$ cat config.mk
export PLATFORM = sky130hd
export DESIGN_NAME = idu_pipe
export DESIGN_NICKNAME = d
export VERILOG_FILES = /design/src/rtl/idu_pipe.sv
export SDC_FILE = /design/constraint.sdc
export NUM_CORES = 1
export LEC_CHECK = 0
export CAP_MARGIN = 20
export CORE_MARGIN = 2
export CORE_UTILIZATION = 40
export CTS_CLUSTER_SIZE = 24
export DETAILED_ROUTE_END_ITERATION = 16
export GPL_ROUTABILITY_DRIVEN = 0
export SYNTH_ARGS = -nofsm -noshare
export SYNTH_HDL_FRONTEND = slang
export SYNTH_SLANG_ARGS = --single-unit
$ cat constraint.sdc
create_clock -name clk -period 13.8 [get_ports clk]
set_input_delay 2.07 -clock clk [delete_from_list [all_inputs] [get_ports clk]]
set_output_delay 2.07 -clock clk [all_outputs]
set_load 0.005 [all_outputs]
$ cat src/rtl/idu_pipe.sv
// Registered RV32I/RV64I+Zicsr decode stage: comb decode into a 2-entry skid FIFO,
// with RAW hazard stalling against in-flight writers, flush and illegal detection.
module idu_pipe #(
    parameter int unsigned DATA_LEN = 32,
    parameter int unsigned HZ_PORTS = 2,
    parameter logic [63:0] RST_PC   = 64'h8000_0000
) (
    input  logic                  clk,
    input  logic                  rst,
    input  logic                  flush,
    input  logic                  in_valid,
    output logic                  in_ready,
    input  logic [31:0]           in_inst,
    input  logic [DATA_LEN-1:0]   in_pc,
    input  logic [HZ_PORTS-1:0]   hz_valid,
    input  logic [5*HZ_PORTS-1:0] hz_rd,
    output logic                  out_valid,
    input  logic                  out_ready,
    output logic [DATA_LEN-1:0]   out_pc,
    output logic [4:0]            out_rs1,
    output logic [4:0]            out_rs2,
    output logic [4:0]            out_rd,
    output logic [DATA_LEN-1:0]   out_imm,
    output logic [11:0]           out_csr_addr,
    output logic [2:0]            out_funct3,
    output logic                  out_alt,
    output logic [7:0]            out_cls,
    output logic [2:0]            out_sys,
    output logic                  out_rd_wen
);

    localparam logic [6:0] OP_LUI    = 7'b0110111;
    localparam logic [6:0] OP_AUIPC  = 7'b0010111;
    localparam logic [6:0] OP_JAL    = 7'b1101111;
    localparam logic [6:0] OP_JALR   = 7'b1100111;
    localparam logic [6:0] OP_BRANCH = 7'b1100011;
    localparam logic [6:0] OP_LOAD   = 7'b0000011;
    localparam logic [6:0] OP_STORE  = 7'b0100011;
    localparam logic [6:0] OP_IMM    = 7'b0010011;
    localparam logic [6:0] OP_OP     = 7'b0110011;
    localparam logic [6:0] OP_SYSTEM = 7'b1110011;
    localparam logic [31:0] INST_NOP    = 32'h0000_0013;
    localparam logic [31:0] INST_ECALL  = 32'h0000_0073;
    localparam logic [31:0] INST_EBREAK = 32'h0010_0073;
    localparam logic [31:0] INST_MRET   = 32'h3020_0073;
    localparam bit IS32 = (DATA_LEN == 32);

    typedef struct packed {
        logic [DATA_LEN-1:0] pc;
        logic [DATA_LEN-1:0] imm;
        logic [4:0]          rs1;
        logic [4:0]          rs2;
        logic [4:0]          rd;
        logic [11:0]         csr_addr;
        logic [2:0]          funct3;
        logic                alt;
        logic [7:0]          cls;
        logic [2:0]          sys;
        logic                rd_wen;
    } entry_t;

    // Full decode of one instruction word into the FIFO payload.
    function automatic entry_t decode(input logic [31:0] inst, input logic [DATA_LEN-1:0] pc);
        entry_t     e;
        logic [6:0] opc;
        logic [2:0] f3;
        logic [6:0] f7;
        logic is_lui, is_auipc, is_jal, is_jalr, is_br, is_ld, is_st, is_opi, is_op, is_sys;
        logic is_csr, is_csr_i, is_ecall, is_ebreak, is_mret, known, ill;

        opc       = inst[6:0];
        f3        = inst[14:12];
        f7        = inst[31:25];
        is_lui    = (opc == OP_LUI);
        is_auipc  = (opc == OP_AUIPC);
        is_jal    = (opc == OP_JAL);
        is_jalr   = (opc == OP_JALR);
        is_br     = (opc == OP_BRANCH);
        is_ld     = (opc == OP_LOAD);
        is_st     = (opc == OP_STORE);
        is_opi    = (opc == OP_IMM);
        is_op     = (opc == OP_OP);
        is_sys    = (opc == OP_SYSTEM);
        is_csr    = is_sys && (f3 != 3'd0);
        is_csr_i  = is_sys && f3[2];
        is_ecall  = (inst == INST_ECALL);
        is_ebreak = (inst == INST_EBREAK);
        is_mret   = (inst == INST_MRET);
        known     = is_lui | is_auipc | is_jal | is_jalr | is_br | is_ld | is_st
                  | is_opi | is_op | is_sys;

        ill = (inst[1:0] != 2'b11) || !known;
        ill = ill || (is_br && (f3 == 3'd2 || f3 == 3'd3));
        ill = ill || (is_ld && (f3 == 3'd7 || (IS32 && (f3 == 3'd3 || f3 == 3'd6))));
        ill = ill || (is_op && !(f7 == 7'h00 || (f7 == 7'h20 && (f3 == 3'd0 || f3 == 3'd5))));
        // slli allows no high bits; srli/srai allow only inst[30]
        ill = ill || (is_opi && f3 == 3'd1 && (inst[31:26] != 6'd0 || (IS32 && inst[25])));
        ill = ill || (is_opi && f3 == 3'd5
                      && ({inst[31], inst[29:26]} != 5'd0 || (IS32 && inst[25])));
        ill = ill || (is_sys && f3 == 3'd4);
        ill = ill || (is_sys && f3 == 3'd0 && !(is_ecall || is_ebreak || is_mret));

        e.pc       = pc;
        e.rs1      = inst[19:15];
        e.rs2      = inst[24:20];
        e.rd       = inst[11:7];
        e.csr_addr = inst[31:20];
        e.funct3   = f3;
        e.alt      = inst[30];

        if (is_csr_i)
            e.imm = DATA_LEN'(inst[19:15]);
        else if (is_st)
            e.imm = DATA_LEN'($signed({inst[31:25], inst[11:7]}));
        else if (is_br)
            e.imm = DATA_LEN'($signed({inst[31], inst[7], inst[30:25], inst[11:8], 1'b0}));
        else if (is_lui || is_auipc)
            e.imm = DATA_LEN'($signed({inst[31:12], 12'b0}));
        else if (is_jal)
            e.imm = DATA_LEN'($signed({inst[31], inst[19:12], inst[20], inst[30:21], 1'b0}));
        else if (is_ld || is_opi || is_jalr || is_sys)
            e.imm = DATA_LEN'($signed(inst[31:20]));
        else
            e.imm = '0;

        if (ill) begin
            e.cls    = 8'h80;
            e.sys    = 3'b000;
            e.rd_wen = 1'b0;
        end else begin
            e.cls    = {1'b0, is_sys && f3 == 3'd0, is_csr, is_jalr, is_jal, is_br, is_st, is_ld};
            e.sys    = {is_ebreak, is_mret, is_ecall};
            e.rd_wen = (inst[11:7] != 5'd0)
                     && (is_op || is_opi || is_ld || is_lui || is_auipc
                         || is_jal || is_jalr || is_csr);
        end
        return e;
    endfunction

    localparam entry_t RST_ENTRY = decode(INST_NOP, DATA_LEN'(RST_PC));

    entry_t     ent0;
    entry_t     ent1;
    entry_t     dec;
    entry_t     head_e;
    logic       head;
    logic       tail;
    logic [1:0] count;
    logic [1:0] count_next;
    logic       hz_stall;
    logic       rs1_used;
    logic       rs2_used;
    logic       push;
    logic       pop;

    assign dec = decode(in_inst, in_pc);

    // RAW hazard check of the incoming word's source registers.
    always_comb begin
        hz_stall = 1'b0;
        rs1_used = !(in_inst[6:0] == OP_LUI || in_inst[6:0] == OP_AUIPC
                     || in_inst[6:0] == OP_JAL
                     || (in_inst[6:0] == OP_SYSTEM && in_inst[14]));
        rs2_used = (in_inst[6:0] == OP_BRANCH) || (in_inst[6:0] == OP_STORE)
                || (in_inst[6:0] == OP_OP);
        for (int unsigned i = 0; i < HZ_PORTS; i++) begin
            if (hz_valid[i] && hz_rd[5*i +: 5] != 5'd0
                && ((rs1_used && hz_rd[5*i +: 5] == in_inst[19:15])
                    || (rs2_used && hz_rd[5*i +: 5] == in_inst[24:20])))
                hz_stall = 1'b1;
        end
    end

    assign in_ready = !count[1] && !hz_stall && !flush;
    assign push     = in_valid && in_ready;
    assign pop      = out_valid && out_ready && !flush;

    always_comb begin
        count_next = count;
        if (flush)
            count_next = 2'd0;
        else if (push && !pop)
            count_next = count + 2'd1;
        else if (pop && !push)
            count_next = count - 2'd1;
    end

    // FIFO storage, pointers and registered valid.
    always_ff @(posedge clk or posedge rst) begin
        if (rst) begin
            ent0      <= RST_ENTRY;
            ent1      <= RST_ENTRY;
            head      <= 1'b0;
            tail      <= 1'b0;
            count     <= 2'd0;
            out_valid <= 1'b0;
        end else begin
            count     <= count_next;
            out_valid <= (count_next != 2'd0);
            if (flush) begin
                head <= 1'b0;
                tail <= 1'b0;
            end else begin
                if (push) begin
                    if (tail)
                        ent1 <= dec;
                    else
                        ent0 <= dec;
                    tail <= !tail;
                end
                if (pop)
                    head <= !head;
            end
        end
    end

    assign head_e       = head ? ent1 : ent0;
    assign out_pc       = head_e.pc;
    assign out_rs1      = head_e.rs1;
    assign out_rs2      = head_e.rs2;
    assign out_rd       = head_e.rd;
    assign out_imm      = head_e.imm;
    assign out_csr_addr = head_e.csr_addr;
    assign out_funct3   = head_e.funct3;
    assign out_alt      = head_e.alt;
    assign out_cls      = head_e.cls;
    assign out_sys      = head_e.sys;
    assign out_rd_wen   = head_e.rd_wen;

endmodule

# Yosys cells after proc, flatten, opt, wreduce, memory -nomap -nowiden
# Index checks and enable logic that the tools add are counted.
[word_totals] word_cells=169 inputBits=81 register_bits=219
[classes] muxes=17 n_addsub=2 n_bitwise=11 reduce_logical=87 n_eq_ne=26
[op_table] op="$mux W32" count=6
[op_table] op="$mux W107" count=1
[op_table] op="$logic_or A1 B1 Y1" count=34
[op_table] op="$eq A32 B21 Y1 const B" count=1
[op_table] op="$eq A32 B30 Y1 const B" count=1
[op_table] op="$eq A32 B7 Y1 const B" count=1
[op_table] op="$logic_and A1 B1 Y1" count=29
[op_table] op="$eq A7 B6 Y1 const B" count=4
[op_table] op="$eq A7 B7 Y1 const B" count=4
[op_table] op="$eq A5 B5 Y1" count=4
[op_table] op="$reduce_bool A5 Y1" count=4
[op_table] op="$eq A7 B5 Y1 const B" count=2
[op_table] op="$eq A3 B3 Y1 const B" count=4
[op_table] op="$mux W12" count=1
[op_table] op="$logic_not A1 Y1" count=11
[op_table] op="$or A1 B1 Y1" count=9
[op_table] op="$eq A7 B2 Y1 const B" count=1
[op_table] op="$logic_not A7 Y1" count=1
[op_table] op="$eq A3 B2 Y1 const B" count=2
[op_table] op="$mux W1" count=6
[op_table] op="$mux W2" count=3
[op_table] op="$reduce_and A3 Y1" count=2
[op_table] op="$reduce_bool A2 Y1" count=3
[op_table] op="$reduce_bool A6 Y1" count=1
[op_table] op="7 further kinds" count=8

# Logic depth before layout (Yosys ltp)
# Gate-level depths: netlist of the first run.
[depth] depth_word=20 depth_mapped=10 depth_no_buf=6

# Worst setup path before layout of the first run
# No wires, ideal clock.
[synth_timing] kind="input -> output" start="input in_inst[3]" end="output in_ready" required_time_ns=11.730 stages=8 path_slack_ns=8.029 t_arrival_ns=3.701 path_cell_list="buf_6 -> or3b_1 -> a211oi_2 -> buf_4 -> nor4_1 -> o221a_4 -> clkbuf_1 -> nor3_1"
[synth_via] elab_chain_cells=13 word_cells_on_any_way=27 cone_classes="eq/ne: 7; mux: 2; reduce/logical: 18"
[synth_rtl] element="start: declaration" line="13" text="input logic [31:0] in_inst,"
[synth_rtl] element="$eq A7 B6 Y1 or $eq A7 B5 Y1 (tied branches)" line="161" text="rs1_used = !(in_inst[6:0] == OP_LUI || in_inst[6:0] == OP_AUIPC"
[synth_rtl] element="$logic_or A1 B1 Y1" line="161"
[synth_rtl] element="$logic_or A1 B1 Y1" line="162" text="|| in_inst[6:0] == OP_JAL"
[synth_rtl] element="$logic_or A1 B1 Y1" line="163" text="|| (in_inst[6:0] == OP_SYSTEM && in_inst[14]));"
[synth_rtl] element="$logic_not A1 Y1" line="161"
[synth_rtl] element="$logic_and A1 B1 Y1" line="168" text="&& ((rs1_used && hz_rd[5*i +: 5] == in_inst[19:15])"
[synth_rtl] element="$logic_or A1 B1 Y1" line="169" text="|| (rs2_used && hz_rd[5*i +: 5] == in_inst[24:20])))"
[synth_rtl] element="$logic_and A1 B1 Y1" line="168"
[synth_rtl] element="$mux W1" line="167" text="if (hz_valid[i] && hz_rd[5*i +: 5] != 5'd0"
[synth_rtl] element="$mux W1 *" line="167"
[synth_rtl] element="$logic_not A1 Y1 *" line="174" text="assign in_ready = !count[1] && !hz_stall && !flush;"
[synth_rtl] element="$logic_and A1 B1 Y1 * (2 in a row)" line="174"
[synth_rtl] element="end: declaration" line="12" text="output logic in_ready,"
# Every way passes the cells marked *; elsewhere a longest branch is shown, timed or not.

# Worst setup path after layout of the first run
# Same ends and word-level chain as after synthesis.

==> flow_summary.yaml, run 1 <==
status:
  status: "complete, no violations"
cells_and_area:
  area_delta_synth_final_pct: 27.5
  num_antenna_cells: 0
  final_cell_area_sq_mm: 0.0133
  instances_no_fill: 1310
  post-route-util_pct: 51.4
  nets: 1039
  final_layout_size_suffix_gt1_share_pct: 34.9
sta:
  period_minus_slack_ns: 7.34
  rsz0062_at_grt: "false"
  skew_ns: 0.0223
  setup_tns_ns: 0
  finalCritPeriodShare_pct: 53.2
  setup_violations: 0
  max_freq_ghz: 0.136
  tightest_slew_ns: 1.04
  drv_slew: 0
  relSlewSlack_pct: 29.8
  finalHoldViolations: 0
  whs_ns: 0.497
flow_run:
  cap_violations: 0
routing:
  dr.first_iter.drc_count: 411
  via_per_inst: 5.22
  ant_nets: 0
  wl_per_cell_um: 19.6
  totalWireLength_um: 25700
  dr.pass1.iters: 5
  route.detailed.drc: 0
  vias: 6836
critical_path:
  arrival_ns: 5.27
  end_kind: "output pin"
  cpMostUsedCell: "clkdlybuf4s50_1"
  criticalPathCategory: "input port to output pin"
  worstPathMaxFanout: 18
  max_stage_delay_ns: 0.70
  r2r_slack_ns: 11.21
  cp_data_required_time_ns: 11.73
  path_cells: "clkdlybuf4s50_1 > nand4bb_1 > nor3_4 > nor4_1 > o221a_2 > nor3_1 > clkdlybuf4s50_1"
  crit_path_start_kind: "input port"
  slowest_stage: "nor3_4"
yosys:
  synthTopCellsByCount: "mux2_2, dfrtp_1, mux2_4"
  postSynthAreaPerCell_sq_um: 13.0
  yosysTopAreaCell: "dfrtp_1"
  ys_top_cells_by_area: "dfrtp_1, mux2_2, mux2_4"
  synth_ff_type: "dfrtp_1"
  synth-edff-count: 0
  yosysUniqueCellTypes: 51
  synth_nets: 882
  async_flop_share_pct: 100
  yosysMostFrequentCell: "mux2_2"
  yosys_warnings: 0
  synth-seq-cells: 207
  synth_area_sq_mm: 0.0104
  yosysSeqAreaShare_pct: 49.7
  yosysTopAreaCellShare_pct: 49.2
  synth_cells: 801
power:
  p_leak_nw: 5.71
  powerDensity_mw_per_mm2: 160
  peakVddDrop_mv: 0.111
global_route:
  grt_use_total_pct: 18.8
  grt_overflow: 0
  antenna_found_initial: 0
  grt_pass1_vias: 6805
  grt_max_degree: 137
  grt_pass1_wl_um: 40000
clock_network:
  h-tree-depth: 1
  cts_resized: 0
  clock_path_buffers: 3
  clock_latency_ns: 0.52
  cts.clk_slew.worst_paths_ns: 0.05
  numClockSinks: 207
  numCtsBuffers: 24
  root_buffer: "clkbuf_16"
  cts_tree: "done"
  cts_hold_buf: 0
  cts_setup_buffers: 0
worst_hold_path:
  worstHoldPathType: "flop to flop"
floorplan:
  io_pins: 190
  start_util_pct: 40.3
  die_w_um: 165
  core_area_sq_mm: 0.0258
  dieArea_sq_mm: 0.0274
  rows: 59
  die_h_um: 165
placed_design:
  numPortBuffers: 189
  hpwl_um: 17200
  numPlacedInstances: 1267
  placed_cell_area_sq_mm: 0.0125
[metrics by stage]
stage	total power (W)	setup slack, ns
6_report	0.00213	6.46
5_1_grt	0.00225	6.23
4_1_cts	0.00216	6.52
3_5_place_dp	0.00151	6.52
3_3_place_gp	0.00150	6.62
2_1_floorplan	0.00123	6.08
[path summary, 6_finish.rpt]
| path | startpoint | cells after the start | endpoint |
|---|---|---|---|
| min in group asynchronous | rst | 2 | ent0[34] |
| hold / removal | ent0[14] | 1 | ent0[14] |
| max in group asynchronous | rst | 3 | ent0[82] |
| hold reg to reg | ent0[14] | 1 | ent0[14] |
| setup / recovery | in_inst[3] | 7 | in_ready |
| setup reg to reg | count[1] | 4 | ent1[95] |
[kinds of logic (layout without fill, tap and decap cells)]
kind of cell	count (synthesis)	count (layout)	share of synthesized area, %
DFF	207	207	49.7
xor gates and xnor gates	23	23	1.93
AOI/OAI and AO/OA	70	70	4.84
muxes	293	293	33.2
and+or+nand+nor	123	123	6.16
buffers and inverters	85	259	4.08
[power breakdown]
part	total (W)	switching, W	internal, W
clock	0.000634	0.000246	0.000388
combinational	0.000624	0.000198	0.000427
sequential	0.000872	0.0000936	0.000778
total	0.00213	0.000538	0.00159
[worst max-delay path, delay by kind of cell]
| family | cells | cell delay, ns |
|---|---|---|
| AND/OR/NAND/NOR | 4 | 1.60 |
| buffers and inverters | 2 | 1.17 |
| AO/OA/AOI/OAI | 1 | 0.43 |
[layout make-up]
type | instances | area, sq um
flip-flops and latches | 207 | 5190
inverters | 18 | 75.1
repair buffers | 198 | 1960
clock inverters | 3 | 15.0
clock buffers | 40 | 792
well taps | 335 | 419
multi-input cells | 509 | 4830
fillers | 2270 | 12600
[layer usage]
| metal | track usage, % | share of wire, % | up-vias |
|---|---|---|---|
| li1 | - | - | 3178 |
| met1 | 28.7 | 49 | 3448 |
| met2 | 28.4 | 45 | 176 |
| met3 | 2.85 | 5.1 | 34 |
| met4 | 3.49 | 1.3 | 0 |
| met5 | 0 | 0 | - |
[state kept, by name, indices dropped and copies added, names as in the netlist]
register	flops
ent1	101
ent0	101
out_valid	1
tail	1
count	2
head	1
[cell usage in the layout (no fill, tap or decap), types with 7 or more instances in the layout]
| master | n |
|---|---|
| a21oi_1 | 14 |
| buf_4 | 9 |
| clkbuf_16 | 25 |
| clkbuf_8 | 11 |
| clkdlybuf4s50_1 | 189 |
| dfrtp_1 | 204 |
| inv_1 | 17 |
| mux2_2 | 231 |
| mux2_4 | 48 |
| mux2i_1 | 14 |
| nand2_1 | 38 |
| nand3_1 | 7 |
| nor2_1 | 25 |
| nor3_1 | 10 |
| nor4_1 | 9 |
| o21a_1 | 13 |
| o21ai_0 | 13 |
| xnor2_1 | 17 |
(Power assumes the default switching activity.)
==> run 2, diff against run 1 <==
PLACE_DENSITY = 0.66   (was default)
clock period = 6.3 ns   (was 13.8 ns; I/O delays follow)
==> flow_summary.yaml, run 2 (synthesized netlist as in run 1, its figures left out) <==
status:
  status: "complete, no violations"
power:
  powerDensity_mw_per_mm2: 348
  peakVddDrop_mv: 0.220
  p_switching_w: 0.00119
  internal-power_w: 0.00342
  p_clk_share_pct: 28.9
  switching_share_pct: 25.8
  p_leak_nw: 5.67
  combPwrFrac_pct: 29.7
  seq_power_share_pct: 41.4
placed_design:
  numPortBuffers: 189
  hpwl_um: 16600
  dpl_worst_slack_ns: 1.27
  placed_cell_area_sq_mm: 0.0125
sta:
  setup_slack_ns: 1.22
  tightest_slew_ns: 1.03
  drv_slew: 0
  relSlewSlack_pct: 31.4
  period_minus_slack_ns: 5.08
  setup_tns_ns: 0
  finalCritPeriodShare_pct: 80.7
  rsz0062_at_grt: "false"
  max_freq_ghz: 0.197
  finalHoldViolations: 0
  whs_ns: 0.500
  skew_ns: 0.0116
  setup_violations: 0
routing:
  dr.pass1.iters: 4
  dr.first_iter.drc_count: 391
  via_per_inst: 5.23
  totalWireLength_um: 24900
  ant_nets: 0
  route.detailed.drc: 0
  vias: 6830
  wl_per_cell_um: 19.1
global_route:
  grt_max_degree: 151
  grt_use_total_pct: 18.4
  grt_pass1_vias: 7006
  grt_pass1_wl_um: 39500
  antenna_found_initial: 0
  grt_overflow: 0
floorplan:
  core_area_sq_mm: 0.0258
  rows: 59
  die_w_um: 165
  start_util_pct: 40.3
  io_pins: 190
  die_h_um: 165
  dieArea_sq_mm: 0.0274
cells_and_area:
  final_cell_area_sq_mm: 0.0132
  most-common-layout-cells: "mux2_2, dfrtp_1, clkdlybuf4s50_1, mux2_4, nand2_1"
  nets: 1038
  num_antenna_cells: 0
  nFillCells: 2306
  layout_commonest_cell: "mux2_2"
  area_delta_synth_final_pct: 27.0
  final_layout_size_suffix_gt1_share_pct: 34.7
  reg_top3: "ent0 (101), ent1 (101), count (2)"
worst_hold_path:
  holdPathStages: 1
  holdPathEnd: "ent1[69]"
  min_from: "ent1[69]"
  worstHoldPathType: "flop to flop"
critical_path:
  arrival_ns: 4.14
  crit_buf_inv: 2
  criticalPathCategory: "input port to output pin"
  end_kind: "output pin"
  slowest_stage: "clkdlybuf4s50_1"
  max_stage_delay_ns: 0.62
  cpMostUsedCell: "clkdlybuf4s50_1"
  critical_path.top_delay_family: "buffers and inverters"
  worstPathMaxFanout: 14
  path_cells: "clkdlybuf4s50_1 > or3b_1 > a211oi_2 > nor4_1 > o221a_2 > nor3_1 > clkdlybuf4s50_1"
  worst_r2r_path_depth: 4
  r2r_slack_ns: 3.75
  r2r_end: "ent1[98]"
  crit_path_start_kind: "input port"
  cp_data_required_time_ns: 5.35
  rr_startpoint: "count[1]"
clock_network:
  cts_hold_buf: 0
  clock_latency_ns: 0.52
  root_buffer: "clkbuf_16"
  clock_path_buffers: 3
  numClockSinks: 207
  cts_tree: "done"
  h-tree-depth: 1
  numCtsBuffers: 25
  cts_setup_buffers: 0
  cts_resized: 0
  cts.clk_slew.worst_paths_ns: 0.06
flow_run:
  cap_violations: 0
[run 2: power groups by stage]
stage	sequential (W)	clock (W)	combinational, W
floorplan	0.00185	0	0.000855
CTS	0.00191	0.00137	0.00139
global placement	0.00191	0	0.00136
detailed placement	0.00192	0	0.00138
finish	0.00191	0.00133	0.00137
global route	0.00196	0.00142	0.00148
[run 2: cell type report]
class	count	area, sq um	share of cell area, %
well taps	335	419	3.17
multi-input cells	509	4830	36.5
clock buffers	33	696	5.26
inverters	18	71.3	0.539
clock inverters	9	61.3	0.463
flip-flops and latches	207	5190	39.2
repair buffers	196	1970	14.9
[run 2: per-stage QoR]
step	utilization [%]	total power [W]	cells
final	51.2	0.00460	1307
after global routing	51.2	0.00486	1307
after CTS	51.2	0.00467	1307
after detailed placement	48.3	0.00331	1265
after global placement	48.3	0.00327	1265
after floorplan	-	0.00271	801
[run 2: how the worst max path moves through the flow]
| stage | from | slack (ns) | cells past startpoint | to |
|---|---|---|---|---|
| after floorplan | rst | 2.67 | 1 | count[0] |
| after global routing | in_inst[6] | 1.07 | 7 | in_ready |
| after global placement | in_inst[6] | 1.33 | 7 | in_ready |
| after CTS | in_inst[6] | 1.27 | 7 | in_ready |
| after detailed placement | in_inst[6] | 1.27 | 7 | in_ready |
| final | in_inst[6] | 1.22 | 7 | in_ready |
[run 2: per-layer routing]
metal | wire, um | global-route usage (%) | up-vias
met5 | 0 | 0 | -
met4 | 387 | 3.64 | 0
met3 | 1410 | 3.90 | 30
met2 | 11800 | 29.7 | 178
met1 | 11400 | 25.7 | 3447
li1 | - | - | 3175
